$ cat config.mk
export PLATFORM = sky130hd
export DESIGN_NAME = vga_frame_reader_flat
export DESIGN_NICKNAME = d
export VERILOG_FILES = /design/src/rtl/vga_frame_reader_if.sv /design/src/rtl/vga_frame_reader.sv /design/src/flat_wrapper.sv
export SDC_FILE = /design/constraint.sdc
export NUM_CORES = 1
export LEC_CHECK = 0
export BUFFER_PORTS_ARGS = -buffer_cell sky130_fd_sc_hd__clkbuf_2
export CORE_MARGIN = 5
export CORE_UTILIZATION = 44
export DETAILED_ROUTE_END_ITERATION = 16
export GPL_TIMING_DRIVEN = 0
export SETUP_SLACK_MARGIN = 0.05
export SLEW_MARGIN = 20
export SYNTH_ARGS = -nofsm -noshare
export SYNTH_HDL_FRONTEND = slang
export SYNTH_SLANG_ARGS = --single-unit
$ cat constraint.sdc
create_clock -name sys_clk -period 2.7 [get_ports sys_clk]
set_input_delay 0.54 -clock sys_clk [delete_from_list [all_inputs] [get_ports sys_clk]]
set_output_delay 0.54 -clock sys_clk [all_outputs]
set_load 0.1 [all_outputs]
$ cat src/rtl/vga_frame_reader_if.sv
// Framebuffer read port plus line-buffer stream port for vga_frame_reader.
// The reader is the master on both: it issues reads and sources stream words.
interface vga_frame_reader_if #(
  parameter int RGB_SIZE = 12,
  parameter int AW       = 19
);
  logic                mem_req;
  logic [AW-1:0]       mem_addr;
  logic [RGB_SIZE-1:0] mem_rdata;
  logic                mem_rvld;
  logic [RGB_SIZE:0]   line_buffer_data;
  logic                line_buffer_vld;
  logic                line_buffer_rdy;

  modport master (
    output mem_req, mem_addr,
    input  mem_rdata, mem_rvld,
    output line_buffer_data, line_buffer_vld,
    input  line_buffer_rdy
  );

  modport slave (
    input  mem_req, mem_addr,
    output mem_rdata, mem_rvld,
    input  line_buffer_data, line_buffer_vld,
    output line_buffer_rdy
  );
endinterface

$ cat src/rtl/vga_frame_reader.sv
// Raster-order framebuffer scan-out: credit-limited reads into a small FIFO,
// streamed out with a start-of-frame flag in the word MSB.
module vga_frame_reader #(
  parameter int RGB_SIZE   = 12,
  parameter int H_DISPLAY  = 640,
  parameter int V_DISPLAY  = 480,
  parameter int AW         = 19,
  parameter int RD_LATENCY = 2,
  parameter int FIFO_DEPTH = 4
) (
  input  logic          sys_clk,
  input  logic          sys_rst,
  input  logic          enable,
  input  logic [AW-1:0] fb_base,
  output logic          busy,
  vga_frame_reader_if.master bus
);
  localparam int XW = (H_DISPLAY > 1) ? $clog2(H_DISPLAY) : 1;
  localparam int YW = (V_DISPLAY > 1) ? $clog2(V_DISPLAY) : 1;
  localparam int PW = $clog2(FIFO_DEPTH);
  localparam int CW = $clog2(FIFO_DEPTH + 1);
  localparam int IW = $clog2(RD_LATENCY + 1);
  localparam logic [XW-1:0] X_LAST = XW'(H_DISPLAY - 1);
  localparam logic [YW-1:0] Y_LAST = YW'(V_DISPLAY - 1);

  typedef enum logic {IDLE, RUN} state_e;

  state_e                state_q, state_d;
  logic [AW-1:0]         addr_q, addr_d;
  logic [XW-1:0]         x_q, x_d;
  logic [YW-1:0]         y_q, y_d;
  logic [IW-1:0]         inflight_q, inflight_d;
  logic [IW-1:0]         quiet_q;
  logic [RD_LATENCY-1:0] vld_sr_q, vld_sr_d;
  logic [RD_LATENCY-1:0] sof_sr_q, sof_sr_d;
  logic [RGB_SIZE:0]     fifo_mem_q [FIFO_DEPTH];
  logic [PW-1:0]         wptr_q, rptr_q;
  logic [CW-1:0]         count_q, count_d;
  logic                  issue, sof_issue, push, pop, head_vld;

  always_comb begin
    state_d    = state_q;
    addr_d     = addr_q;
    x_d        = x_q;
    y_d        = y_q;
    issue      = (state_q == RUN) && ((int'(count_q) + int'(inflight_q)) < FIFO_DEPTH);
    sof_issue  = issue && (x_q == '0) && (y_q == '0);
    unique case (state_q)
      IDLE: begin
        if (enable) begin
          state_d = RUN;
          addr_d  = fb_base;
          x_d     = '0;
          y_d     = '0;
        end
      end
      RUN: begin
        if (issue) begin
          addr_d = addr_q + 1'b1;
          if (x_q == X_LAST) begin
            x_d = '0;
            if (y_q == Y_LAST) begin
              y_d = '0;
              // Frame boundary is the only place enable and fb_base take effect.
              if (enable) addr_d = fb_base;
              else        state_d = IDLE;
            end else begin
              y_d = y_q + 1'b1;
            end
          end else begin
            x_d = x_q + 1'b1;
          end
        end
      end
    endcase
  end

  // Pushes come from the request-side shift register, never raw mem_rvld,
  // so returns for reads issued before a reset are dropped.
  always_comb begin
    vld_sr_d   = RD_LATENCY'({vld_sr_q, issue});
    sof_sr_d   = RD_LATENCY'({sof_sr_q, sof_issue});
    push       = vld_sr_q[RD_LATENCY-1];
    head_vld   = (count_q != '0);
    pop        = head_vld && bus.line_buffer_rdy;
    count_d    = count_q;
    inflight_d = inflight_q;
    unique case ({push, pop})
      2'b10:   count_d = count_q + 1'b1;
      2'b01:   count_d = count_q - 1'b1;
      default: count_d = count_q;
    endcase
    unique case ({issue, push})
      2'b10:   inflight_d = inflight_q + 1'b1;
      2'b01:   inflight_d = inflight_q - 1'b1;
      default: inflight_d = inflight_q;
    endcase
  end

  always_ff @(posedge sys_clk) begin
    if (sys_rst) begin
      state_q    <= IDLE;
      addr_q     <= '0;
      x_q        <= '0;
      y_q        <= '0;
      inflight_q <= '0;
      quiet_q    <= IW'(RD_LATENCY);
      vld_sr_q   <= '0;
      sof_sr_q   <= '0;
      wptr_q     <= '0;
      rptr_q     <= '0;
      count_q    <= '0;
    end else begin
      state_q    <= state_d;
      addr_q     <= addr_d;
      x_q        <= x_d;
      y_q        <= y_d;
      inflight_q <= inflight_d;
      vld_sr_q   <= vld_sr_d;
      sof_sr_q   <= sof_sr_d;
      count_q    <= count_d;
      if (quiet_q != '0) quiet_q <= quiet_q - 1'b1;
      if (push)          wptr_q  <= wptr_q + 1'b1;
      if (pop)           rptr_q  <= rptr_q + 1'b1;
    end
  end

  always_ff @(posedge sys_clk) begin
    if (push) fifo_mem_q[wptr_q] <= {sof_sr_q[RD_LATENCY-1], bus.mem_rdata};
  end

  assign bus.mem_req          = issue;
  assign bus.mem_addr         = addr_q;
  assign bus.line_buffer_vld  = head_vld;
  assign bus.line_buffer_data = head_vld ? fifo_mem_q[rptr_q] : '0;
  assign busy                 = (state_q == RUN) || (inflight_q != '0) || (count_q != '0);

  // Stragglers from before a reset are tolerated for one read latency.
  assert property (@(posedge sys_clk) disable iff (sys_rst)
    (quiet_q == '0) |-> (bus.mem_rvld == vld_sr_q[RD_LATENCY-1]));
  assert property (@(posedge sys_clk) disable iff (sys_rst)
    !(push && !pop && (count_q == CW'(FIFO_DEPTH))));
endmodule

$ cat src/flat_wrapper.sv
// flat-port wrapper written by rule: the top's interface ports become plain ports
module vga_frame_reader_flat 
#(
  parameter int RGB_SIZE   = 12,
  parameter int H_DISPLAY  = 640,
  parameter int V_DISPLAY  = 480,
  parameter int AW         = 19,
  parameter int RD_LATENCY = 2,
  parameter int FIFO_DEPTH = 4
)
  (sys_clk, sys_rst, enable, fb_base, busy, bus_mem_req, bus_mem_addr, bus_mem_rdata, bus_mem_rvld, bus_line_buffer_data, bus_line_buffer_vld, bus_line_buffer_rdy);
  vga_frame_reader_if #(.RGB_SIZE(RGB_SIZE), .AW(AW)) bus_i ();
  input  logic sys_clk;
  input  logic sys_rst;
  input  logic enable;
  input  logic [AW-1:0] fb_base;
  output logic busy;
  output wire logic [$bits(bus_i.mem_req)-1:0] bus_mem_req;
  output wire logic [$bits(bus_i.mem_addr)-1:0] bus_mem_addr;
  input wire logic [$bits(bus_i.mem_rdata)-1:0] bus_mem_rdata;
  input wire logic [$bits(bus_i.mem_rvld)-1:0] bus_mem_rvld;
  output wire logic [$bits(bus_i.line_buffer_data)-1:0] bus_line_buffer_data;
  output wire logic [$bits(bus_i.line_buffer_vld)-1:0] bus_line_buffer_vld;
  input wire logic [$bits(bus_i.line_buffer_rdy)-1:0] bus_line_buffer_rdy;
  assign bus_mem_req = bus_i.mem_req;
  assign bus_mem_addr = bus_i.mem_addr;
  assign bus_i.mem_rdata = bus_mem_rdata;
  assign bus_i.mem_rvld = bus_mem_rvld;
  assign bus_line_buffer_data = bus_i.line_buffer_data;
  assign bus_line_buffer_vld = bus_i.line_buffer_vld;
  assign bus_i.line_buffer_rdy = bus_line_buffer_rdy;
  vga_frame_reader #(.RGB_SIZE(RGB_SIZE), .H_DISPLAY(H_DISPLAY), .V_DISPLAY(V_DISPLAY), .AW(AW), .RD_LATENCY(RD_LATENCY), .FIFO_DEPTH(FIFO_DEPTH)) u_core (.sys_clk(sys_clk), .sys_rst(sys_rst), .enable(enable), .fb_base(fb_base), .busy(busy), .bus(bus_i));
endmodule
==> metrics.txt, run 1 <==
CP Data Arrival Time=2.02 ns; design area=5979 sq um; Inserted Clock Buffers=9; Post-Syn Area=between 5000 and 6000 sq um; CP Launch Type=flop; CTS tree=yes; busiest grt layer=met2; fin crit share=a little over nine tenths; via count=3,923; Post-Syn Nets=516; RSZ-0062 raised after global routing=false; CP required=2.16 ns; Reg clk slew, reported paths=roughly 0.080 ns; number of diodes=0; Post-synth top flop=dfxtp_1; Fin. Hold Viols=0; number of max-cap violations=0; worst slew pin tran=0.6902 ns; CP max FO=7; Placed Area=5630 sq um; residual DRC count=0; Hold Path Class=in2reg; Achievable Freq=390.1 MHz; Cells after Synth=467; Slew Viols, Final=0; Seq/Total Area, Yosys=51.76%; DRT iter0 DRCs=241; largest family of logic cells by synthesized area=simple AND/OR/NAND/NOR gates; most common cell after layout, fill and taps aside=clkbuf_2; I/O pins=71; GR Util met3=4.085%; grt met2 use=30.27%; Avg Inst Size Synth=10.93 sq um; Synth Area in Compound Gates=10.00%; fraction of registers with async set/reset=0%; combinational share of power=between 20 and 30%; area of the multi-input gates=2247 sq um; core outline area=about 11,000 sq um; largest net degree at the start of global routing=20; first-pass GRT wire length=a little over 20 mm; Final nets=596; HPWL Detailed=8.748 mm; number of synthesized flops with an enable pin=52; Sw Ratio=between 30% and 40%; initial antenna violation count=0; Min Hold Slack=approximately 0.4 ns; Ys Warns=0; #FFs+latches synth=106; Setup Skew=0.01134 ns; Final Critical Period=2.564 ns; PwrDens=744.8 nW/um^2; wire per inst=17.68 microns; share of cells above drive strength 1=23.55%; Sequential Power Share=40.9%; Vias/cell=5.645; # rows=39; fillcell total=1,043; post-route setup TNS=0 ns; post-synthesis mux area share=7.132%; setup bufs post-CTS=0; most frequent cells in the layout=61 x clkbuf_2, 53 x dfxtp_1, 52 x edfxtp_1; quantity of hold-fixing buffers added after cts=0; Cell variety after synth=65; switching power=1669 uW; register area=2644 sq um; peak supply drop=~560 uV; Slew HR=53.99%; RePlAce Congestion=0.9072; Clock Latency Late Sink=0.35 ns; die width=around 120 microns; IO buf count=69; Clock Power Share=between 30% and 40%; XOR/XNOR Fraction of Synth Area=2.574%; chip height=117.7 microns; Initial Util=44.71%; die area=13,860 sq um; DRT Wirelength=12.29 mm; GR Util met1=between 20 and 25%; status=complete, no violations; Setup Viol. Count Final=0; Crit. End Element=output pin; Synth Area in Adders=3.333%; gr usage total=17.88%; kind of critical path=reg2out; simple logic cell fraction of the synthesized area=20.98%; Detail Route Antenna Nets=0; vias in the first global route=4,054; CTS root buf=clkbuf_16; # clock sinks=106; grt total ovfl=0; CTS Buffer Depth=2; Syn-to-layout area delta=17.13%; First-pass DRT Iterations=5; H-Tree Depth=3; Int Power=2784 uW; leakage=roughly 0.0022 uW
## cells by family after synthesis
| kind of cell | after synthesis |
|---|---|
| AOI/OAI and AO/OA | 71 |
| DFF | 106 |
| muxes | 20 |
| and+or+nand+nor | 195 |
| buffers and inverters | 47 |
| xor gates and xnor gates | 15 |
| adders and majority gates | 13 |
## state kept, by name (all words and copies together), names as in the netlist, named ones only
name                 cells
u_core.fifo_mem_q       52
u_core.bus.mem_addr     19
u_core.y_q               9
u_core.rptr_q            2
u_core.inflight_q        2
u_core.count_q           3
u_core.sof_sr_q          2
u_core.x_q              10
u_core.wptr_q            2
u_core.state_q           1
u_core.vld_sr_q          2
## through the flow
stage / utilization (%) / cells / setup slack [ns] / total power (uW)
after global routing: 52.37 / 695 / 0.05730 / 4629
final: 52.37 / 695 / 0.1362 / 4453
after global placement: 49.31 / 679 / 0.1923 / 3097
after detailed placement: 49.31 / 679 / 0.1709 / 3112
after CTS: 52.32 / 695 / 0.05489 / 4488
after floorplan: - / 467 / 0.2740 / 2866
## synth_stat cells (all sizes together), types with 3 or more instances
cell type	n	area, sq um
o32ai	4	35.03
nor2b	5	31.28
nand4b	3	26.28
dfxtp	54	1081
and4	4	35.03
a31oi	8	65.06
ha	12	150.1
clkbuf	7	27.52
inv	23	86.33
nand2	24	92.59
xnor2	10	87.58
mux2i	6	60.06
o221ai	5	43.79
nand2b	3	18.77
a21oi	20	100.1
nor2	38	142.6
or3	9	62.56
and2	20	125.1
o21ai	14	81.33
nor4	10	62.56
edfxtp	52	1562
mux4	13	292.8
buf	16	97.59
nand3	27	140.1
nand3b	6	45.04
a211oi	4	35.03
and3	11	70.07
nand4	16	106.4
xor2	5	43.79
nor3	12	60.06
## worst paths after layout
path | cells past startpoint | end | from | slack, ns
setup / recovery | 3 | busy | u_core.count_q[0]$_SDFFE_PP0P_ | 0.14
hold / removal | 1 | u_core.fifo_mem_q[3][8]$_DFFE_PP_ | bus_mem_rdata[8] | 0.40
setup reg to reg | 8 | u_core.count_q[2]$_SDFFE_PP0P_ | u_core.count_q[0]$_SDFFE_PP0P_ | 0.41
hold reg to reg | 1 | u_core.sof_sr_q[1]$_SDFF_PP0_ | u_core.sof_sr_q[0]$_SDFF_PP0_ | 0.45
## timing repair
action | 4_1_cts | 5_1_grt
setup endpoints to repair | 11 | 11
pin swaps | 0 | 0
cloned | 0 | 0
hold endpoints to repair | 0 | 0
gates resized for setup | 14 | 3
## worst max-delay path: stages, from the launching register on
cell,delay [ns]
dfxtp_1,0.34
or3_1,0.51
or4_1,0.45
clkbuf_2,0.39
## cell type report
class                           count  share of cell area (%)
Clock inverter                      7                   1.402
Inverter                           24                   1.569
Buffer                             23                   2.239
Tap cell                          143                   2.992
Clock buffer                        9                   3.766
Sequential cell                   106                   44.21
Multi-Input combinational cell    314                   37.58
Timing Repair Buffer               69                   6.236
## power by group through the flow
| stage | Combinational, uW | Sequential (uW) | Clock [uW] |
|---|---|---|---|
| 2_1_floorplan | 831 | 2030 | 0 |
| 3_3_place_gp | 1240 | 1850 | 0 |
| 3_5_place_dp | 1260 | 1860 | 0 |
| 4_1_cts | 1280 | 1820 | 1390 |
| 5_1_grt | 1350 | 1830 | 1450 |
| 6_report | 1280 | 1820 | 1360 |
## layer usage
metal | part of all wire [%] | vias to the layer above | wire length [microns]
li1 | - | 1909 | -
met1 | 44 | 1888 | 5438
met2 | 49 | 105 | 5989
met3 | 5.1 | 21 | 627
met4 | 1.9 | 0 | 232
met5 | 0 | - | 0
Power figures use the tool's default switching activity.
==> run 2: changes to the inputs <==
--- a/config.mk
+++ b/config.mk
@@ -10,7 +10,6 @@
 export CORE_UTILIZATION = 44
 export DETAILED_ROUTE_END_ITERATION = 16
 export GPL_TIMING_DRIVEN = 0
-export SETUP_SLACK_MARGIN = 0.05
 export SLEW_MARGIN = 20
 export SYNTH_ARGS = -nofsm -noshare
 export SYNTH_HDL_FRONTEND = slang
==> constraint.sdc (replaced) <==
create_clock -name sys_clk -period 3.2 [get_ports sys_clk]
set_input_delay 0.64 -clock sys_clk [delete_from_list [all_inputs] [get_ports sys_clk]]
set_output_delay 0.64 -clock sys_clk [all_outputs]
set_load 0.1 [all_outputs]
==> run 2 against run 1 <==
Register-to-register slack gained 0.49 ns. Largest power group unchanged. Final cell count is the same. Flip-flop and latch count is the same. Critical endpoint is now bus_line_buffer_data[3]. Sequential power shrank 15%. First-iteration DRC count grew 30%. Setup slack gained 0.13 ns.
==> metrics.txt, run 2 (synthesis gave the netlist of run 1 again) <==
peak supply drop=between 500 and 600 uV; largest net degree at the start of global routing=19; Buf/Inv on CP=2; PwrDens=around 640 nW/um^2; via count=3,909; Final Critical Period=2.933 ns; CP Cell Sequence=buf_2 -> mux4_2 -> and2_1 -> clkbuf_2; Clock Latency Late Sink=0.35 ns; chip height=117.7 microns; number of diodes=0; First-pass DRT Iterations=4; combinational share of power=27.7%; CTS Buffer Depth=2; Syn-to-layout area delta=16.62%; worst slew pin tran=0.7270 ns; register area=2643 sq um; die area=13,860 sq um; IO buf count=69; Reg clk slew, reported paths=0.08 ns; Largest Register=u_core.fifo_mem_q; post-route setup TNS=0 ns; Vias/cell=5.624; core outline area=between 10,000 and 15,000 sq um; CTS tree=yes; I/O pins=71; fillcell total=approximately 1,000; first-pass GRT wire length=approximately 20 mm; RePlAce Congestion=0.8440; share of cells above drive strength 1=22.64%; Initial Util=44.71%; Placed Area=5629 sq um; H-Tree Depth=3; Fin. Hold Viols=0; Inserted Clock Buffers=9; Hold Path Class=reg2reg; # rows=39; status=complete, no violations; Final nets=596; worst setup margin=0.2669 ns; max incr delay on CP=0.54 ns; CP required=2.56 ns; most common cell after layout, fill and taps aside=clkbuf_2; Int Power=2402 uW; max FFs per register=52; initial antenna violation count=0; CP max FO=10; CP Data Arrival Time=2.29 ns; Top delay family on crit path=buffers and inverters; Slew Viols, Final=0; most frequent cells in the layout=70 x clkbuf_2, 54 x dfxtp_1, 52 x edfxtp_1; area of the multi-input gates=2247 sq um; # clock sinks=106; quantity of hold-fixing buffers added after cts=0; Sw Ratio=between 30% and 40%; setup bufs post-CTS=0; Slew HR=~50%; number of max-cap violations=0; HPWL Detailed=8.550 mm; CP Launch Type=flop; DRT Wirelength=12.12 mm; kind of critical path=reg2out; Crit. End Element=output pin; Detail Route Antenna Nets=0; residual DRC count=0; CTS root buf=clkbuf_16; grt total ovfl=0; die width=117.7 microns; Setup Skew=0.007993 ns; switching power=1395 uW; pre-CTS setup slack=0.5695 ns; design area=5953 sq um; fin crit share=91.66%; Sequential Power Share=between 40% and 50%; Setup Viol. Count Final=0; wire per inst=17.43 microns; leakage=~0.0022 uW; Clock Power Share=31.8%; Achievable Freq=340.9 MHz; post_cts resized=0; vias in the first global route=around 4,000; CP max stage cell=mux4_2; DRT iter0 DRCs=313; RSZ-0062 raised after global routing=false; gr usage total=18.07%
## run 2: changes by cell type in the layout (fill, tap and decap cells not counted), moves of 2 or more
| cell | delta |
|---|---|
| clkbuf_2 | +9 |
| clkbuf_4 | -10 |
| clkinvlp_4 | -2 |
| clkbuf_1 | +3 |
## run 2: area by class of cell
class,instances,area share (%)
Multi-Input combinational cell,314,37.75
Sequential cell,106,44.39
Timing Repair Buffer,69,5.801
Tap cell,143,3.005
Clock buffer,10,3.846
Buffer,23,2.102
Clock inverter,6,1.597
Inverter,24,1.513
## run 2: worst paths after layout
kind	startpoint	end	slack (ns)	depth (start not counted)
setup / recovery	flop	bus_line_buffer_data[3]	0.27	4
hold / removal	u_core.sof_sr_q[0]$_SDFF_PP0_	u_core.sof_sr_q[1]$_SDFF_PP0_	0.43	1
setup reg to reg	u_core.count_q[0]$_SDFFE_PP0P_	u_core.count_q[2]$_SDFFE_PP0P_	0.90	8
hold reg to reg	u_core.sof_sr_q[0]$_SDFF_PP0_	u_core.sof_sr_q[1]$_SDFF_PP0_	0.43	1
## run 2: per-stage QoR
step                utilization, %  instances  hold slack, ns  total power (uW)
floorplan                        -        467          0.4138              2417
CTS                          52.14        695          0.4394              3839
finish                       52.14        695          0.4341              3797
global route                 52.14        695          0.4550              3976
detailed placement           49.30        679          0.4242              2625
global placement             49.30        679          0.4201              2615
## run 2: per-layer routing
metal	GRT usage (%)	routed length, microns	vias up
met2	28.64	5821	114
met3	4.565	739	9
met5	0	0	-
met1	24.22	5421	1881
met4	6.022	133	0
li1	-	-	1905
## run 2: power by group through the flow
stage / registers, uW / logic [uW] / clock network [uW]
2_1_floorplan: 1720 / 700 / 0
3_3_place_gp: 1570 / 1050 / 0
3_5_place_dp: 1570 / 1060 / 0
4_1_cts: 1540 / 1060 / 1240
5_1_grt: 1550 / 1110 / 1320
6_report: 1540 / 1050 / 1210
==> run 3: changes to the inputs <==
--- a/config.mk
+++ b/config.mk
@@ -6,10 +6,11 @@
 export NUM_CORES = 1
 export LEC_CHECK = 0
 export BUFFER_PORTS_ARGS = -buffer_cell sky130_fd_sc_hd__clkbuf_2
-export CORE_MARGIN = 5
 export CORE_UTILIZATION = 44
+export CTS_CLUSTER_SIZE = 40
 export DETAILED_ROUTE_END_ITERATION = 16
 export GPL_TIMING_DRIVEN = 0
+export PLACE_DENSITY = 0.74
 export SLEW_MARGIN = 20
 export SYNTH_ARGS = -nofsm -noshare
 export SYNTH_HDL_FRONTEND = slang
==> run 3 against run 2 <==
Routed wire length decreased by 4.0%. Design area decreased by 0.48%. First-iteration DRC count decreased by 22%. Register-to-register slack improved by 0.04 ns. Largest cell class unchanged.
==> metrics.txt, run 3 (synthesis gave the netlist of run 1 again) <==
Syn-to-layout area delta=16.05%; leakage=about 0.0021 uW; peak supply drop=533.8 uV; RePlAce Congestion=0.8479; first-pass GRT wire length=19.09 mm; Initial Util=46.08%; post-route setup TNS=0 ns; IO buf count=69; max incr delay on CP=0.56 ns; CP Cell Sequence=buf_2 -> mux4_2 -> and2_1 -> clkbuf_2; Largest Register=u_core.fifo_mem_q; max FFs per register=52; CTS Buffer Depth=2; Achievable Freq=roughly 340 MHz; Post-Route Utilization=53.48%; grt total ovfl=0; most frequent cells in the layout=70 x clkbuf_2, 54 x dfxtp_1, 52 x edfxtp_1; Crit. End Element=output pin; CP max stage cell=mux4_2; number of diodes=0; GR Util met3=5.157%; chip height=109.7 microns; CP max FO=10; busiest grt layer=met2; CP Launch Type=flop; worst slew pin tran=0.6798 ns; Clock Power Share=29.7%; fin crit share=about nine tenths; Final nets=596; setup bufs post-CTS=0; Setup Skew=approximately 0.0079 ns; status=complete, no violations; number of max-cap violations=0; most common cell after layout, fill and taps aside=clkbuf_2; Clock Latency Late Sink=0.35 ns; DRT Wirelength=roughly 12 mm; # rows=38; CTS root buf=clkbuf_16; CP required=2.56 ns; RSZ-0062 raised after global routing=false; GR Util met1=25.65%; initial antenna violation count=0; residual DRC count=0; CTS tree=yes; r2r setup slk=roughly 0.94 ns; Vias/cell=approximately 5.7; via count=3,972; CP Data Arrival Time=2.29 ns; I/O pins=71; DRT iter0 DRCs=between 200 and 250; wire per inst=16.80 microns; Slew HR=54.68%; switching power=1381 uW; First-pass DRT Iterations=5; Sequential Power Share=between 40% and 50%; # clock sinks=106; Final Critical Period=2.927 ns; die width=between 100 and 150 microns; vias in the first global route=3,926; Slew Viols, Final=0; PwrDens=620.1 nW/um^2; share of cells above drive strength 1=22.64%; Inserted Clock Buffers=9; Placed Area=between 5000 and 6000 sq um; H-Tree Depth=3; combinational share of power=28.5%; Reg clk slew, reported paths=about 0.07 ns; kind of critical path=reg2out; quantity of hold-fixing buffers added after cts=0; largest net degree at the start of global routing=20; core outline area=11,080 sq um; post_cts resized=0; Sw Ratio=37.59%; Int Power=roughly 2300 uW; Fin. Hold Viols=0; grt met2 use=36.43%; die area=12,040 sq um; Detail Route Antenna Nets=0; HPWL Detailed=a little over 8 mm; design area=5924 sq um; Hold Path Class=reg2reg; Setup Viol. Count Final=0; gr usage total=between 20% and 30%
[run 3: changes by cell type in the layout (fill, tap and decap cells not counted)]
cell        change
bufinv_16       -2
clkbuf_16       +1
clkinv_4        +1
clkinvlp_4      +1
inv_6           -2
inv_8           +1
[run 3: path summary, 6_finish.rpt]
path,startpoint,to,depth (start not counted)
worst min-delay path,u_core.sof_sr_q[0]$_SDFF_PP0_,u_core.sof_sr_q[1]$_SDFF_PP0_,1
worst max-delay path,flop,bus_line_buffer_data[7],4
worst min register to register,u_core.sof_sr_q[0]$_SDFF_PP0_,u_core.sof_sr_q[1]$_SDFF_PP0_,1
worst max register to register,u_core.count_q[0]$_SDFFE_PP0P_,u_core.count_q[2]$_SDFFE_PP0P_,8
[run 3: power groups by stage]
stage / Clock, uW / Sequential, uW / Combinational (uW)
floorplan: 0 / 1720 / 700
global placement: 0 / 1560 / 1040
detailed placement: 0 / 1560 / 1050
CTS: 1120 / 1530 / 1050
global route: 1170 / 1540 / 1110
finish: 1090 / 1530 / 1050
[run 3: layer usage]
layer / vias to the layer above / part of all wire [%]
li1: 1903 / -
met1: 1911 / 42
met2: 143 / 50
met3: 15 / 5.9
met4: 0 / 1.4
met5: - / 0
[run 3: stage by stage]
| stage | hold WS, ns | setup WS (ns) | power (uW) | cells |
|---|---|---|---|---|
| after floorplan | 0.4138 | 0.1797 | 2417 | 467 |
| after global placement | 0.4206 | 0.6222 | 2601 | 676 |
| after detailed placement | 0.4245 | 0.6232 | 2615 | 676 |
| after CTS | 0.4378 | 0.2307 | 3706 | 692 |
| after global routing | 0.4624 | 0.1247 | 3826 | 692 |
| final | 0.4374 | 0.2734 | 3674 | 692 |
[run 3: layout make-up]
cell class,instances,area (sq um)
multi-input cells,314,2247
plain buffers,23,125.1
fillers,959,5154
clock inverters,5,45.04
well taps,140,175.2
clock buffers,11,254.0
flip-flops and latches,106,2643
inverters,24,90.09
repair buffers,69,345.3
[run 3: critical path: cells and delay by family, from the launching register on]
kind	cells	cell delay, ns
DFF	1	0.46
muxes	1	0.56
and+or+nand+nor	1	0.17
buffers and inverters	2	0.75
